### config.mk
export PLATFORM = sky130hd
export DESIGN_NAME = sop_share_eval
export DESIGN_NICKNAME = d
export VERILOG_FILES = /design/src/rtl/sop_share_eval.sv
export SDC_FILE = /design/constraint.sdc
export NUM_CORES = 1
export LEC_CHECK = 0
export BUFFER_PORTS_ARGS = -buffer_cell sky130_fd_sc_hd__buf_4
export CAP_MARGIN = 30
export CORE_MARGIN = 1.5
export CORE_UTILIZATION = 38
export DETAILED_ROUTE_END_ITERATION = 7
export PLACE_DENSITY = 0.62
export SYNTH_ARGS = -nofsm -noshare
export SYNTH_HDL_FRONTEND = slang
export SYNTH_SLANG_ARGS = --single-unit
### constraint.sdc
create_clock -name clk -period 7.15 [get_ports clk]
set_clock_uncertainty 0.15 [all_clocks]
set_input_delay 0.3575 -clock clk [delete_from_list [all_inputs] [get_ports clk]]
set_output_delay 0.3575 -clock clk [all_outputs]
set_load 0.02 [all_outputs]
### src/rtl/sop_share_eval.sv
// Configurable sum-of-products evaluator with shared product terms, a two-stage
// valid/ready pipeline and an error monitor that compares the result against a+b.
module sop_share_eval #(
  parameter int          N_IN   = 4,
  parameter int          N_OUT  = 3,
  parameter int          N_PR   = 5,
  parameter int unsigned ET     = 1,
  localparam int         ADDR_W = $clog2(N_PR + N_OUT),
  localparam int         DATA_W = (2 * N_IN > N_PR) ? 2 * N_IN : N_PR
) (
  input  logic              clk,
  input  logic              rst_n,
  input  logic              cfg_req,
  input  logic              cfg_we,
  input  logic [ADDR_W-1:0] cfg_addr,
  input  logic [DATA_W-1:0] cfg_data,
  input  logic              cfg_commit,
  output logic              cfg_mode,
  input  logic              in_valid,
  output logic              in_ready,
  input  logic [N_IN-1:0]   in_data,
  output logic              out_valid,
  input  logic              out_ready,
  output logic [N_OUT-1:0]  out_data,
  output logic              err_flag,
  output logic [15:0]       err_cnt
);

  localparam logic [1:0] ST_RUN   = 2'd0;
  localparam logic [1:0] ST_DRAIN = 2'd1;
  localparam logic [1:0] ST_CFG   = 2'd2;
  localparam int         HALF     = N_IN / 2;

  logic [1:0]        state_reg, state_next;
  logic [2*N_IN-1:0] prod_cfg_reg [N_PR];
  logic [N_PR-1:0]   act_cfg_reg  [N_OUT];

  logic              v1_reg;
  logic [N_PR-1:0]   prod_reg;
  logic [N_OUT-1:0]  sum1_reg;
  logic              out_valid_reg;
  logic [N_OUT-1:0]  out_data_reg;
  logic [N_OUT-1:0]  exact_reg;
  logic [15:0]       err_cnt_reg;

  logic              en, in_fire, out_fire, cfg_wr, cfg_entry;
  logic [N_PR-1:0]   prod_vec;
  logic [N_OUT-1:0]  sop_vec, sum_vec, diff_vec;

  assign en        = !out_valid_reg || out_ready;
  assign in_ready  = rst_n && (state_reg == ST_RUN) && en;
  assign in_fire   = in_valid && in_ready;
  assign out_fire  = out_valid_reg && out_ready;
  assign cfg_wr    = cfg_we && (state_reg == ST_CFG);
  assign cfg_entry = (state_reg != ST_CFG) && (state_next == ST_CFG);
  assign cfg_mode  = (state_reg == ST_CFG);

  always_comb begin
    state_next = state_reg;
    case (state_reg)
      ST_RUN:   if (cfg_req) state_next = ST_DRAIN;
      ST_DRAIN: if (!v1_reg && !out_valid_reg) state_next = ST_CFG;
      ST_CFG:   if (cfg_commit) state_next = ST_RUN;
      default:  state_next = ST_RUN;
    endcase
  end

  always_ff @(posedge clk or negedge rst_n) begin
    if (!rst_n) state_reg <= ST_RUN;
    else        state_reg <= state_next;
  end

  // Addresses past the last activation word match no entry, so they fall away.
  always_ff @(posedge clk or negedge rst_n) begin
    if (!rst_n) begin
      for (int p = 0; p < N_PR; p++)  prod_cfg_reg[p] <= '1;
      for (int k = 0; k < N_OUT; k++) act_cfg_reg[k]  <= '0;
    end else if (cfg_wr) begin
      for (int p = 0; p < N_PR; p++)
        if (cfg_addr == ADDR_W'(p)) prod_cfg_reg[p] <= cfg_data[2*N_IN-1:0];
      for (int k = 0; k < N_OUT; k++)
        if (cfg_addr == ADDR_W'(N_PR + k)) act_cfg_reg[k] <= cfg_data[N_PR-1:0];
    end
  end

  // Each product is evaluated once; every output ORs from the same vector.
  for (genvar gi = 0; gi < N_PR; gi++) begin : g_prod
    logic [N_IN-1:0] lit;
    for (genvar gj = 0; gj < N_IN; gj++) begin : g_lit
      logic [1:0] fld;
      assign fld     = prod_cfg_reg[gi][2*gj +: 2];
      assign lit[gj] = (fld == 2'b00) || ((fld == 2'b01) && in_data[gj])
                    || ((fld == 2'b10) && !in_data[gj]);
    end
    assign prod_vec[gi] = &lit;
  end

  for (genvar gi = 0; gi < N_OUT; gi++) begin : g_sop
    assign sop_vec[gi] = |(prod_reg & act_cfg_reg[gi]);
  end

  assign sum_vec = N_OUT'(in_data[HALF-1:0]) + N_OUT'(in_data[N_IN-1:HALF]);

  always_ff @(posedge clk or negedge rst_n) begin
    if (!rst_n) begin
      v1_reg        <= 1'b0;
      prod_reg      <= '0;
      sum1_reg      <= '0;
      out_valid_reg <= 1'b0;
      out_data_reg  <= '0;
      exact_reg     <= '0;
    end else if (en) begin
      v1_reg        <= in_fire;
      out_valid_reg <= v1_reg;
      if (in_fire) begin
        prod_reg <= prod_vec;
        sum1_reg <= sum_vec;
      end
      if (v1_reg) begin
        out_data_reg <= sop_vec;
        exact_reg    <= sum1_reg;
      end
    end
  end

  // The flag is a pure function of the stage-2 registers, so it holds under stall.
  assign diff_vec = (out_data_reg >= exact_reg) ? (out_data_reg - exact_reg)
                                                : (exact_reg - out_data_reg);
  assign err_flag = 32'(diff_vec) > ET;

  always_ff @(posedge clk or negedge rst_n) begin
    if (!rst_n)
      err_cnt_reg <= '0;
    else if (cfg_entry)
      err_cnt_reg <= '0;
    else if (out_fire && err_flag && (err_cnt_reg != 16'hFFFF))
      err_cnt_reg <= err_cnt_reg + 16'd1;
  end

  assign out_valid = out_valid_reg;
  assign out_data  = out_data_reg;
  assign err_cnt   = err_cnt_reg;

endmodule
* After elaboration in Yosys (flattened, before gate mapping)
Cells that the tools add are included.
** Storage, ports and cells
- Logic and storage cells :: 221
- Output and inout bits :: 23
- Input bits :: 22
- Register bits after elaboration :: 89
** Cells by class
- $add $sub $neg :: 4
- $lt $le $gt $ge :: 2
- Bitwise logic cells :: 3
- Multiplexer cells :: 7
- Eq/ne operators :: 52
- Reductions and logical operators :: 137
** Operator list (number)
- logical AND 1 bit :: 49
- == test 2 bit (second input constant) :: 22
- == test 2 x 1 -> 1 bit (second input constant) :: 21
- zero test 2 bit :: 21
- logical OR 1 bit :: 41
- two-way mux 16 bit :: 2
- AND reduction 2 bit :: 10
- AND reduction 4 bit :: 5
- adder 16 x 1 -> 16 bit (second input constant) :: 1
- != test 16 bit (second input constant) :: 1
- bitwise AND 5 bit :: 3
- OR reduction 5 bit :: 3
- == test 3 bit (second input constant) :: 4
- == test 3 x 2 -> 1 bit (second input constant) :: 2
- zero test 1 bit :: 6
- two-way mux 2 bit :: 3
- one-hot mux 2 bit (3 select lines) :: 1
- subtractor 3 bit :: 2
- adder 2 x 2 -> 3 bit :: 1
- == test 3 x 1 -> 1 bit (second input constant) :: 1
- greater-or-equal comparator 3 bit :: 1
- > comparator 3 x 1 -> 1 bit (second input constant) :: 1
- zero test 3 bit :: 1
- two-way mux 3 bit :: 1
- other kinds (2) :: 2

* Logic depth before layout (Yosys ltp)
Gate-level depths: netlist of run 1.
- Word-level depth :: 7
- Depth in mapped cells :: 9
- Depth with buffers taken out :: 9

* Worst setup path before layout of run 1
Ideal clock, no wire load.
- Path type :: register -> output
- Start point :: reg out_data_reg[0] (netlist: out_data[0])
- End point :: out err_flag
- Required time :: 6642 ps
- Arrival time :: 2063 ps
- Buffers on the path :: 0
- Slack :: 4580 ps
- Cell stages (with the launch flop) :: 8
- Cell sequence :: dfrtp_1 -> inv_1 -> ha_1 -> fa_1 -> inv_1 -> o311ai_2 -> and2_1 -> inv_1
** On the way
- Longest elaborated chain between the ends :: 3
- Elaborated cells on any way between the ends :: 5
- Classes of those cells :: 2 x add/sub; 2 x order compare; 1 x mux
** Ends and longest elaborated chain
- from (decl) :: RTL line 42 : logic [N_OUT-1:0] out_data_reg;
- from (signal assigned) :: RTL line 120 : out_data_reg <= sop_vec;
- subtractor 3 bit (tied with other cells) :: RTL line 128 : : (exact_reg - out_data_reg);
- two-way mux 3 bit (*) :: RTL line 127 : assign diff_vec = (out_data_reg >= exact_reg) ? (out_data_reg - exact_reg)
- > comparator 3 x 1 -> 1 bit (*) :: RTL line 129 : assign err_flag = 32'(diff_vec) > ET;
- to (decl) :: RTL line 25 : output logic err_flag,
Mark *: on every way between the ends. The rest lies on a longest branch, timed or not.

* Worst setup path in the final report of run 1
Ends and elaborated chain as after synthesis.

==> results by group, run 1 <==
Power
  • Pwr dens: 355 mW/mm^2
  • Sequential share of power: 46.5%
  • Sw frac: 35.1%
  • Comb pwr share: between 30% and 40%
  • Cell Int Power: 0.00114 W
  • Leakage power: 2.27 nW
  • Clock share of power: 19.5%
  • VDD IR max: 0.000183 V
  • Psw: approximately 0.0006 W
  • Pwr Total: 0.00176 W

Final layout
  • Fin nets: 421
  • Fraction of layout cells with a size suffix above 1: 43.7%
  • Max reg flops: 40
  • Fin util: 45.6%
  • # diodes: 0
  • Area grow syn2layout: 16.4%

Floorplan
  • Total die area: 0.0119 mm^2
  • Core Region: approximately 0.011 mm^2
  • Top Ports: 45
  • Initial core utilization: 39.2%
  • Cell Rows: 38
  • Die Width: 109 um
  • Die Y: between 100 and 150 um

Detailed routing
  • Wirelength, routed: approximately 9300 um
  • Vias per std cell: between 5 and 6
  • Routed vias: 2,826
  • Drt pass-1 iters: 4
  • DRC viols: 0
  • Antenna Nets Post-Route: 0
  • Detailed Route Iter0 Violations: 177
  • WL/cell: 17.4 um

Global route
  • Pin count of the biggest net entering global routing: 47
  • Vias in the first global route: 2,863
  • First-pass GRT wire length: 15,100 um
  • GRT Residual Overflow: 0
  • Initial antenna violation count: 0
  • Gr usage total: 17.2%

Worst setup path
  • Critical path's most frequent cell: inv_1
  • Worst path top cell family by delay: adder cells
  • Number of cells on the critical path: 8
  • Critical Path RT: ~6.6 ns
  • Critical-path cell list: inv_1 > ha_1 > fa_1 > inv_1 > o311ai_2 > and2_1 > inv_1 > buf_4
  • Crit path capture: err_flag
  • Setup CP Type: reg2out
  • Setup crit start: out_data[0]
  • Critical Path Source Type: register
  • Critical path's largest stage delay: ~0.48 ns
  • Arrival time worst endpoint: about 2.6 ns
  • Reg2reg start: out_data[0]
  • Critical path buffers and inverters: 4
  • CP Max Fanout: 7
  • Worst R2R Path Depth: 8
  • CP Capture Type: primary output
  • Worst path slowest cell: fa_1
  • Reg-to-reg slack, setup: 4.53 ns
  • R2r endpoint: err_cnt[10]

Timing
  • Final Setup Violations: 0
  • Max Fclk: 0.326 GHz
  • Setup_tns: 0 ns
  • Fin crit share: 42.9%
  • Final WS setup: 4.08 ns
  • Fin. Hold Viols: 0
  • Measured slew at the worst slew-check pin: between 0.9 and 1 ns
  • Final Critical Period: 3.07 ns
  • Slew headroom: 36.1%
  • RSZ-0062 raised after global routing: no
  • Slew Viols, Final: 0
  • Worst hold margin: 0.0398 ns

Synth
  • Synth Cell Area: 0.00426 mm^2
  • Post-synth top area share: 28.8%
  • Synth area leader: dfrtp_1
  • Seq/Total Area, Yosys: between 50% and 60%
  • Post-synthesis instance total: 338
  • Post-synth ARST share: 100%
  • Commonest cells post-synth: mux2_2, dfrtp_1, dfstp_2
  • Main flop type after synthesis: dfrtp_1
  • Yosys warns: 0
  • Syn nets: 370
  • Flop and latch count out of synthesis: a little under 90
  • Cell variety after synth: 44
  • Avg Synthesized Cell Area: 12.6 um^2
  • Most frequent cell after synthesis: mux2_2
  • Area contributors post-synth: dfrtp_1, dfstp_2, mux2_2
  • EDFF count, synth: 0

CTS
  • Root Driver: clkbuf_8
  • CTS sink count: 89
  • Clk_lat worst skew: between 0.3 and 0.4 ns
  • TritonCTS Buffers: 9
  • CTS tree: built
  • Reg clk slew, reported paths: 0.08 ns
  • Setup Fix Bufs, Post-CTS: 0
  • H-tree depth: 3
  • CTS max path bufs: 2

Placed design
  • I/O Buffers: 44
  • RePlAce Congestion: 0.800
  • Setup WS pre-CTS: 4.47 ns
  • Estimated wirelength of the detail-placed design: about 6700 um

Worst hold path
  • Hold Path Class: in2reg
  • Hold_sp: cfg_commit

Run status
  • Status: finished, final reports clean

Job
  • Maxcap violations: 0
cell type report:
class	instances	area, um^2
Clock buffer	11	153
Clock inverter	5	41.3
Fill cell	1030	5930
Inverter	11	41.3
Multi-Input combinational cell	231	1920
Sequential cell	89	2280
Tap cell	140	175
Timing Repair Buffer	47	355
through the flow:
step,std cells,instance area [um^2]
finish,534,4960
floorplan,338,4260
CTS,534,4960
detailed placement,517,4760
global placement,517,4760
global route,534,4960
layer usage:
| metal | wire, um | track usage (%) | up-vias |
|---|---|---|---|
| met2 | 4480 | 28.3 | 67 |
| li1 | - | - | 1328 |
| met3 | 378 | 4.00 | 8 |
| met5 | 0 | 0 | - |
| met1 | 4290 | 22.1 | 1423 |
| met4 | 108 | 6.02 | 0 |
how the worst min path moves through the flow:
stage                           to  slack [ns]  depth (start not counted)
finish                state_reg[1]        0.04                          2
global route          state_reg[1]        0.02                          2
CTS                   state_reg[1]        0.03                          2
detailed placement    exact_reg[0]        0.24                          1
global placement       out_data[0]        0.24                          1
floorplan           act_cfg_reg[0]       -0.09                          0
placed cells by master, fill, tap and decap left out, drive strengths merged:
cell type,count
mux2,62
dfrtp,49
buf,46
dfstp,40
nand2,28
mux2i,27
inv,16
nor2,12
nand4,11
clkbuf,11
o21ai,9
nand3,8
a21oi,8
ha,7
and3,6
nor2b,4
xnor2,4
nand3b,3
a222oi,3
a22oi,3
or2,3
a2111oi,3
or3,3
fa,3
a211oi,2
o311ai,2
and2,2
nor4b,2
nor3b,2
nand2b,2
and4,2
o2111ai,2
nor3,2
and2b,1
o21a,1
o211ai,1
nand4b,1
a31o,1
a21o,1
dlygate4sd3,1
power by group through the flow:
stage	logic [W]	registers, W	clock network, W
after detailed placement	0.000604	0.000829	0
after global placement	0.000588	0.000819	0
final	0.000600	0.000818	0.000343
after floorplan	0.000421	0.000813	0
after CTS	0.000607	0.000820	0.000354
after global routing	0.000667	0.000842	0.000374
logic make-up (layout without fill, tap and decap cells):
| family | after synthesis | after routing | synth area share [%] |
|---|---|---|---|
| AND/OR/NAND/NOR | 92 | 92 | 11.5 |
| multiplexers | 89 | 89 | 22.7 |
| flip-flops | 89 | 89 | 53.4 |
| AO/OA/AOI/OAI | 36 | 36 | 6.51 |
| buffers and inverters | 18 | 74 | 1.58 |
| adder cells (fa/ha/maj) | 10 | 10 | 3.46 |
| XOR/XNOR | 4 | 4 | 0.822 |
timing repair:
item                      4_1_cts  5_1_grt
hold endpoints to repair       30        0
hold buffers                    1        0
gates resized for setup         0        0
Power figures use the tool's default switching activity.
==> run 2, diff against run 1 <==
PLACE_DENSITY = 0.64   (was 0.62)
clock period = 2.5 ns   (was 7.15 ns; I/O delays follow)
==> results by group, run 2 (synthesis gave the netlist of run 1 again) <==
Run status
  • Status: finished, final reports clean (unchanged)

Job
  • Maxcap violations: 0 (unchanged)

Placed design
  • RePlAce Congestion: 0.833 (was 0.800)
  • # placed instances: 525 (was 517)
  • Setup WS pre-CTS: 0.0381 ns (was 4.47 ns)
  • Estimated wirelength of the detail-placed design: 6670 um (was 6710 um)
  • I/O Buffers: 44 (unchanged)

Global route
  • First-pass GRT wire length: 15,000 um (was 15,100 um)
  • Initial antenna violation count: 0 (unchanged)
  • GRT Residual Overflow: 0 (unchanged)
  • Pin count of the biggest net entering global routing: 66 (was 47)
  • Gr usage total: 16.9% (was 17.2%)
  • Vias in the first global route: 2,903 (was 2,863)

Final layout
  • Fin nets: 446 (was 421)
  • Fraction of layout cells with a size suffix above 1: 45.9% (was 43.7%)
  • Commonest non-fill, non-tap cells in the layout: mux2_2, buf_4, dfrtp_1, dfstp_2 (was mux2_2, dfrtp_1, buf_4, dfstp_2)
  • # diodes: 0 (unchanged)
  • Most common cell after layout, fill and taps aside: mux2_2 (unchanged)
  • Area grow syn2layout: 23.7% (was 16.4%)
  • Fill cells: 1,000 (was 1,030)
  • Non-filler cells, final: 558 (was 534)
  • Max reg flops: 40 (unchanged)

Worst setup path
  • CP Max Fanout: 5 (was 7)
  • Critical path's largest stage delay: 0.47 ns (was 0.48 ns)
  • Worst path top cell family by delay: compound AO/OA/AOI/OAI gates (was adder cells)
  • CP Capture Type: register (was primary output)
  • Setup CP Type: reg2reg (was reg2out)
  • Arrival time worst endpoint: 2.59 ns (was 2.56 ns)
  • Critical path buffers and inverters: 1 (was 4)
  • Critical Path RT: 2.60 ns (was 6.64 ns)
  • Worst path slowest cell: fa_1 (unchanged)
  • Critical-path cell list: ha_1 > fa_1 > o2111ai_1 > o311ai_4 > buf_4 > a2111oi_1 > xnor2_1 > nor2_1 (was inv_1 > ha_1 > fa_1 > inv_1 > o311ai_2 > and2_1 > inv_1 > buf_4)
  • Critical Path Source Type: register (unchanged)

Detailed routing
  • Antenna Nets Post-Route: 0 (unchanged)
  • Drt pass-1 iters: 4 (unchanged)
  • Vias per std cell: 5.19 (was 5.29)
  • Routed vias: 2,895 (was 2,826)
  • DRC viols: 0 (unchanged)
  • WL/cell: 16.6 um (was 17.4 um)
  • Detailed Route Iter0 Violations: 90 (was 177)
  • Wirelength, routed: 9270 um (about the same)

Power
  • VDD IR max: 0.000447 V (was 0.000183 V)
  • Sequential share of power: 42.8% (was 46.5%)
  • Pwr dens: 1040 mW/mm^2 (was 355 mW/mm^2)
  • Comb pwr share: 37.6% (was 34.1%)
  • Psw: 0.00185 W (was 0.000618 W)
  • Sw frac: 33.8% (was 35.1%)
  • Cell Int Power: 0.00363 W (was 0.00114 W)
  • Leakage power: 2.41 nW (was 2.27 nW)
  • Clock share of power: 19.6% (was 19.5%)

Timing
  • Slew Viols, Final: 0 (unchanged)
  • Final Critical Period: 2.50 ns
  • Fin crit share: 99.9%
  • RSZ-0062 raised after global routing: yes (was no)
  • Setup_tns: 0 ns (unchanged)
  • Measured slew at the worst slew-check pin: 0.536 ns (was 0.957 ns)
  • Final Setup Violations: 0 (unchanged)
  • Max Fclk: 0.400 GHz
  • Slew headroom: 63.8% (was 36.1%)
  • Fin. Hold Viols: 0 (unchanged)
  • Final WS setup: 0.00201 ns (was 4.08 ns)

CTS
  • CTS sink count: 89 (unchanged)
  • CTS max path bufs: 2 (unchanged)
  • TritonCTS Buffers: 9 (unchanged)
  • Clk_lat worst skew: 0.35 ns (was 0.37 ns)
  • Root Driver: clkbuf_8 (unchanged)
  • Reg clk slew, reported paths: 0.09 ns (was 0.08 ns)
  • CTS tree: built (unchanged)
  • H-tree depth: 3 (unchanged)

Floorplan
  • Die Width: 109 um (unchanged)
  • Top Ports: 45 (unchanged)
  • Cell Rows: 38 (unchanged)
  • Initial core utilization: 39.2% (unchanged)
  • Total die area: 0.0119 mm^2 (unchanged)
  • Die Y: 109 um (unchanged)
  • Core Region: 0.0109 mm^2 (unchanged)

Worst hold path
  • Hold Path Class: in2reg (unchanged)
-- run 2: cell types whose count changed in the layout (fill, tap and decap cells not counted), sizes merged --
cell | previous run | this run
inv | 16 | 12
dlygate4sd3 | 1 | 13
clkinv | 0 | 2
bufinv | 0 | 1
buf | 46 | 59
-- run 2: per-stage QoR --
| step | utilization (%) | total power, W | area [um^2] | hold WS (ns) |
|---|---|---|---|---|
| finish | 48.4 | 0.00548 | 5280 | 0.0249 |
| global route | 48.4 | 0.00586 | 5280 | 0.0417 |
| CTS | 48.3 | 0.00551 | 5250 | 0.0128 |
| detailed placement | 44.6 | 0.00422 | 4860 | -0.215 |
| global placement | 44.4 | 0.00415 | 4830 | -0.216 |
| floorplan | - | 0.00362 | 4290 | -0.321 |
-- run 2: what timing repair did --
item	4_1_cts	5_1_grt
pin swaps	3	1
gates resized for setup	5	3
hold buffers	13	0
hold endpoints to repair	83	0
buffers inserted	4	1
endpoints found under the setup margin	1	12
-- run 2: area by class of cell --
cell class	count	area [um^2]	area share (%)
Sequential cell	89	2280	43.2
Multi-Input combinational cell	231	1970	37.3
Timing Repair Buffer	72	593	11.2
Tap cell	140	175	3.32
Clock buffer	11	163	3.08
Clock inverter	4	58.8	1.11
Inverter	11	41.3	0.783
-- run 2: worst paths after layout --
path                              start  cells past startpoint  slack (ns)                        end
max in group asynchronous         rst_n                      4        1.36  g_prod[2].g_lit[0].fld[1]
max                         out_data[0]                      8       0.002                err_cnt[15]
min                            in_valid                      4        0.02                     v1_reg
min reg2reg                state_reg[1]                      1        0.35               state_reg[0]
max reg2reg                 out_data[0]                      8       0.002                err_cnt[15]
min in group asynchronous         rst_n                      3        0.18                 err_cnt[8]
-- run 2: metal layers --
layer / vias up / track usage [%] / part of all wire (%)
met4: 0 / 3.48 / 0.94
met3: 9 / 4.60 / 4.2
met5: - / 0 / 0
met1: 1442 / 21.0 / 45
met2: 62 / 29.3 / 50
li1: 1382 / - / -
-- run 2: worst reg2reg max path, cell delays in order (launching register included) --
cell,delay [ns]
dfrtp_2,0.43
ha_1,0.21
fa_1,0.47
o2111ai_1,0.17
o311ai_4,0.15
buf_4,0.18
a2111oi_1,0.43
xnor2_1,0.17
nor2_1,0.05
-- run 2: power groups by stage --
stage / Combinational, W / Sequential [W] / Clock, W
after CTS: 0.00205 / 0.00234 / 0.00112
after floorplan: 0.00129 / 0.00233 / 0
after global routing: 0.00227 / 0.00242 / 0.00118
final: 0.00206 / 0.00235 / 0.00107
after detailed placement: 0.00185 / 0.00237 / 0
after global placement: 0.00180 / 0.00235 / 0
==> run 3, diff against run 2 <==
--- a/config.mk
+++ b/config.mk
@@ -12,4 +12,5 @@
 export DETAILED_ROUTE_END_ITERATION = 7
 export PLACE_DENSITY = 0.64
+export RECOVER_POWER = 25
 export SYNTH_ARGS = -nofsm -noshare
 export SYNTH_HDL_FRONTEND = slang
--- a/constraint.sdc
+++ b/constraint.sdc
@@ -3,3 +3,3 @@
 set_input_delay 0.125 -clock clk [delete_from_list [all_inputs] [get_ports clk]]
 set_output_delay 0.125 -clock clk [all_outputs]
-set_load 0.02 [all_outputs]
+set_load 0.005 [all_outputs]
==> results by group, run 3 (synthesis gave the netlist of run 1 again) <==
Placed design
  • # placed instances: 526 (was 525)
  • Estimated wirelength of the detail-placed design: 6630 um (was 6670 um)
  • Dpl cell area: 0.00483 mm^2 (was 0.00486 mm^2)
  • RePlAce Congestion: 0.811 (was 0.833)
  • I/O Buffers: 44 (unchanged)

Timing
  • Final Setup Violations: 1 (was 0)
  • Measured slew at the worst slew-check pin: 0.837 ns (was 0.536 ns)
  • Slew headroom: 43.9% (was 63.8%)
  • Fin crit share: 100% (was 99.9%)
  • Max Fclk: 0.400 GHz (about the same)
  • Fin. Hold Viols: 0 (unchanged)
  • Final WS setup: -0.00112 ns (was 0.00201 ns)
  • Slew Viols, Final: 0 (unchanged)
  • Final Critical Period: 2.50 ns (about the same)
  • RSZ-0062 raised after global routing: yes (unchanged)

Detailed routing
  • Antenna Nets Post-Route: 0 (unchanged)
  • WL/cell: 16.7 um (was 16.6 um)
  • DRC viols: 0 (unchanged)
  • Wirelength, routed: 9260 um (was 9270 um)
  • Detailed Route Iter0 Violations: 77 (was 90)
  • Vias per std cell: 5.23 (was 5.19)
  • Routed vias: 2,906 (was 2,895)
  • Drt pass-1 iters: 5 (was 4)

Final layout
  • Area grow syn2layout: 23.3% (was 23.7%)
  • Fin nets: 443 (was 446)
  • Commonest non-fill, non-tap cells in the layout: mux2_2, dfrtp_1, dfstp_2, buf_4, mux2i_1 (was mux2_2, buf_4, dfrtp_1, dfstp_2)
  • # diodes: 0 (unchanged)
  • Fraction of layout cells with a size suffix above 1: 46.2% (was 45.9%)
  • Max reg flops: 40 (unchanged)
  • Non-filler cells, final: 556 (was 558)
  • Post-layout instance area: 0.00526 mm^2 (was 0.00528 mm^2)
  • Most common cell after layout, fill and taps aside: mux2_2 (unchanged)

Floorplan
  • Top Ports: 45 (unchanged)
  • Die Y: 109 um (unchanged)
  • Die Width: 109 um (unchanged)
  • Core Region: 0.0109 mm^2 (unchanged)
  • Total die area: 0.0119 mm^2 (unchanged)
  • Cell Rows: 38 (unchanged)
  • Initial core utilization: 39.2% (unchanged)

CTS
  • CTS sink count: 89 (unchanged)
  • H-tree depth: 3 (unchanged)
  • CTS max path bufs: 2 (unchanged)
  • CTS tree: built (unchanged)
  • Reg clk slew, reported paths: 0.09 ns (about the same)
  • TritonCTS Buffers: 9 (unchanged)
  • Clk_lat worst skew: 0.36 ns (was 0.35 ns)
  • Root Driver: clkbuf_8 (unchanged)

Worst setup path
  • Critical Path Source Type: register (unchanged)
  • CP Max Fanout: 7 (was 5)
  • Critical Path RT: 2.23 ns (was 2.60 ns)
  • Setup CP Type: reg2out (was reg2reg)
  • CP Capture Type: primary output (was register)
  • Arrival time worst endpoint: 2.23 ns (was 2.59 ns)

Run status
  • Status: finished with violations (was finished, final reports clean)
  • Failing checks: negative setup slack

Global route
  • GRT Residual Overflow: 0 (unchanged)
  • Initial antenna violation count: 0 (unchanged)
  • Pin count of the biggest net entering global routing: 63 (was 66)
  • Gr usage total: 16.5% (was 16.9%)
  • First-pass GRT wire length: 14,900 um (was 15,000 um)
  • Vias in the first global route: 2,951 (was 2,903)

Power
  • Leakage power: 2.34 nW (was 2.41 nW)
  • Pwr dens: 1010 mW/mm^2 (was 1040 mW/mm^2)
  • VDD IR max: 0.000590 V (was 0.000447 V)

Job
  • Maxcap violations: 0 (unchanged)

Worst hold path
  • Hold Path Class: in2reg (unchanged)
-- run 3: cell count changes in the layout (fill, tap and decap cells not counted), sizes merged --
cell,before,now
buf,59,38
clkbuf,11,31
inv,12,14
bufinv,1,0
clkinv,2,1
dlygate4sd3,13,12
-- run 3: power breakdown --
group | switching, W | internal [W]
Combinational | 0.00103 | 0.00101
Clock | 0.000506 | 0.000432
Sequential | 0.000301 | 0.00204
Total | 0.00184 | 0.00348
-- run 3: worst paths after layout --
check	start	endpoint	slack, ns	cells after the start
setup / recovery	out_data[0]	err_flag	-0.001	8
hold / removal	in_data[0]	prod_reg[1]	0.04	4
setup reg to reg	out_data[0]	err_cnt[10]	0.02	8
hold reg to reg	state_reg[1]	state_reg[0]	0.36	1
max in group asynchronous	rst_n	prod_reg[3]	0.89	4
min in group asynchronous	rst_n	err_cnt[9]	0.23	3
-- run 3: area by class of cell --
cell class | count | area [um^2]
fill | 992 | 5630
sequential | 89 | 2280
multi-input combinational | 231 | 2050
timing repair buffer | 69 | 529
tap | 140 | 175
clock buffer | 12 | 156
inverter | 11 | 41.3
clock inverter | 4 | 32.5
-- run 3: repair_timing --
item                                    4_1_cts  5_1_grt
pin swaps                                     3        0
endpoints found under the setup margin        1       13
hold endpoints to repair                     86        0
hold buffers                                 12        0
setup buffers                                 2        0
gates resized for setup                       9       16
-- run 3: critical path, cell delays in order (launching register included) --
cell      delay, ns
dfrtp_1        0.39
inv_2          0.05
ha_2           0.18
fa_1           0.49
inv_2          0.06
o311ai_4       0.29
and2_4         0.24
inv_1          0.04
buf_4          0.12
-- run 3: metal layers --
| layer | vias up | part of all wire [%] | track usage, % | routed length (um) |
|---|---|---|---|---|
| li1 | 1382 | - | - | - |
| met4 | 0 | 1.5 | 5.45 | 142 |
| met3 | 12 | 3.6 | 4.00 | 337 |
| met5 | - | 0 | 0 | 0 |
| met1 | 1449 | 44 | 20.6 | 4110 |
| met2 | 63 | 50 | 28.1 | 4670 |
-- run 3: stage by stage --
| step | total power (W) | setup WS, ns | util, % | hold slack (ns) | TNS, ns |
|---|---|---|---|---|---|
| 6_report | 0.00532 | -0.00112 | 48.3 | 0.0437 | -0.00112 |
| 5_1_grt | 0.00566 | -0.111 | 48.3 | 0.0321 | -0.365 |
| 4_1_cts | 0.00525 | -0.0169 | 47.7 | 0.0185 | -0.0252 |
| 3_5_place_dp | 0.00408 | 0.0256 | 44.3 | 0.0306 | 0 |
| 3_3_place_gp | 0.00400 | 0.0687 | 44.3 | 0.0287 | 0 |
| 2_1_floorplan | 0.00343 | 0.0600 | - | -0.321 | 0 |
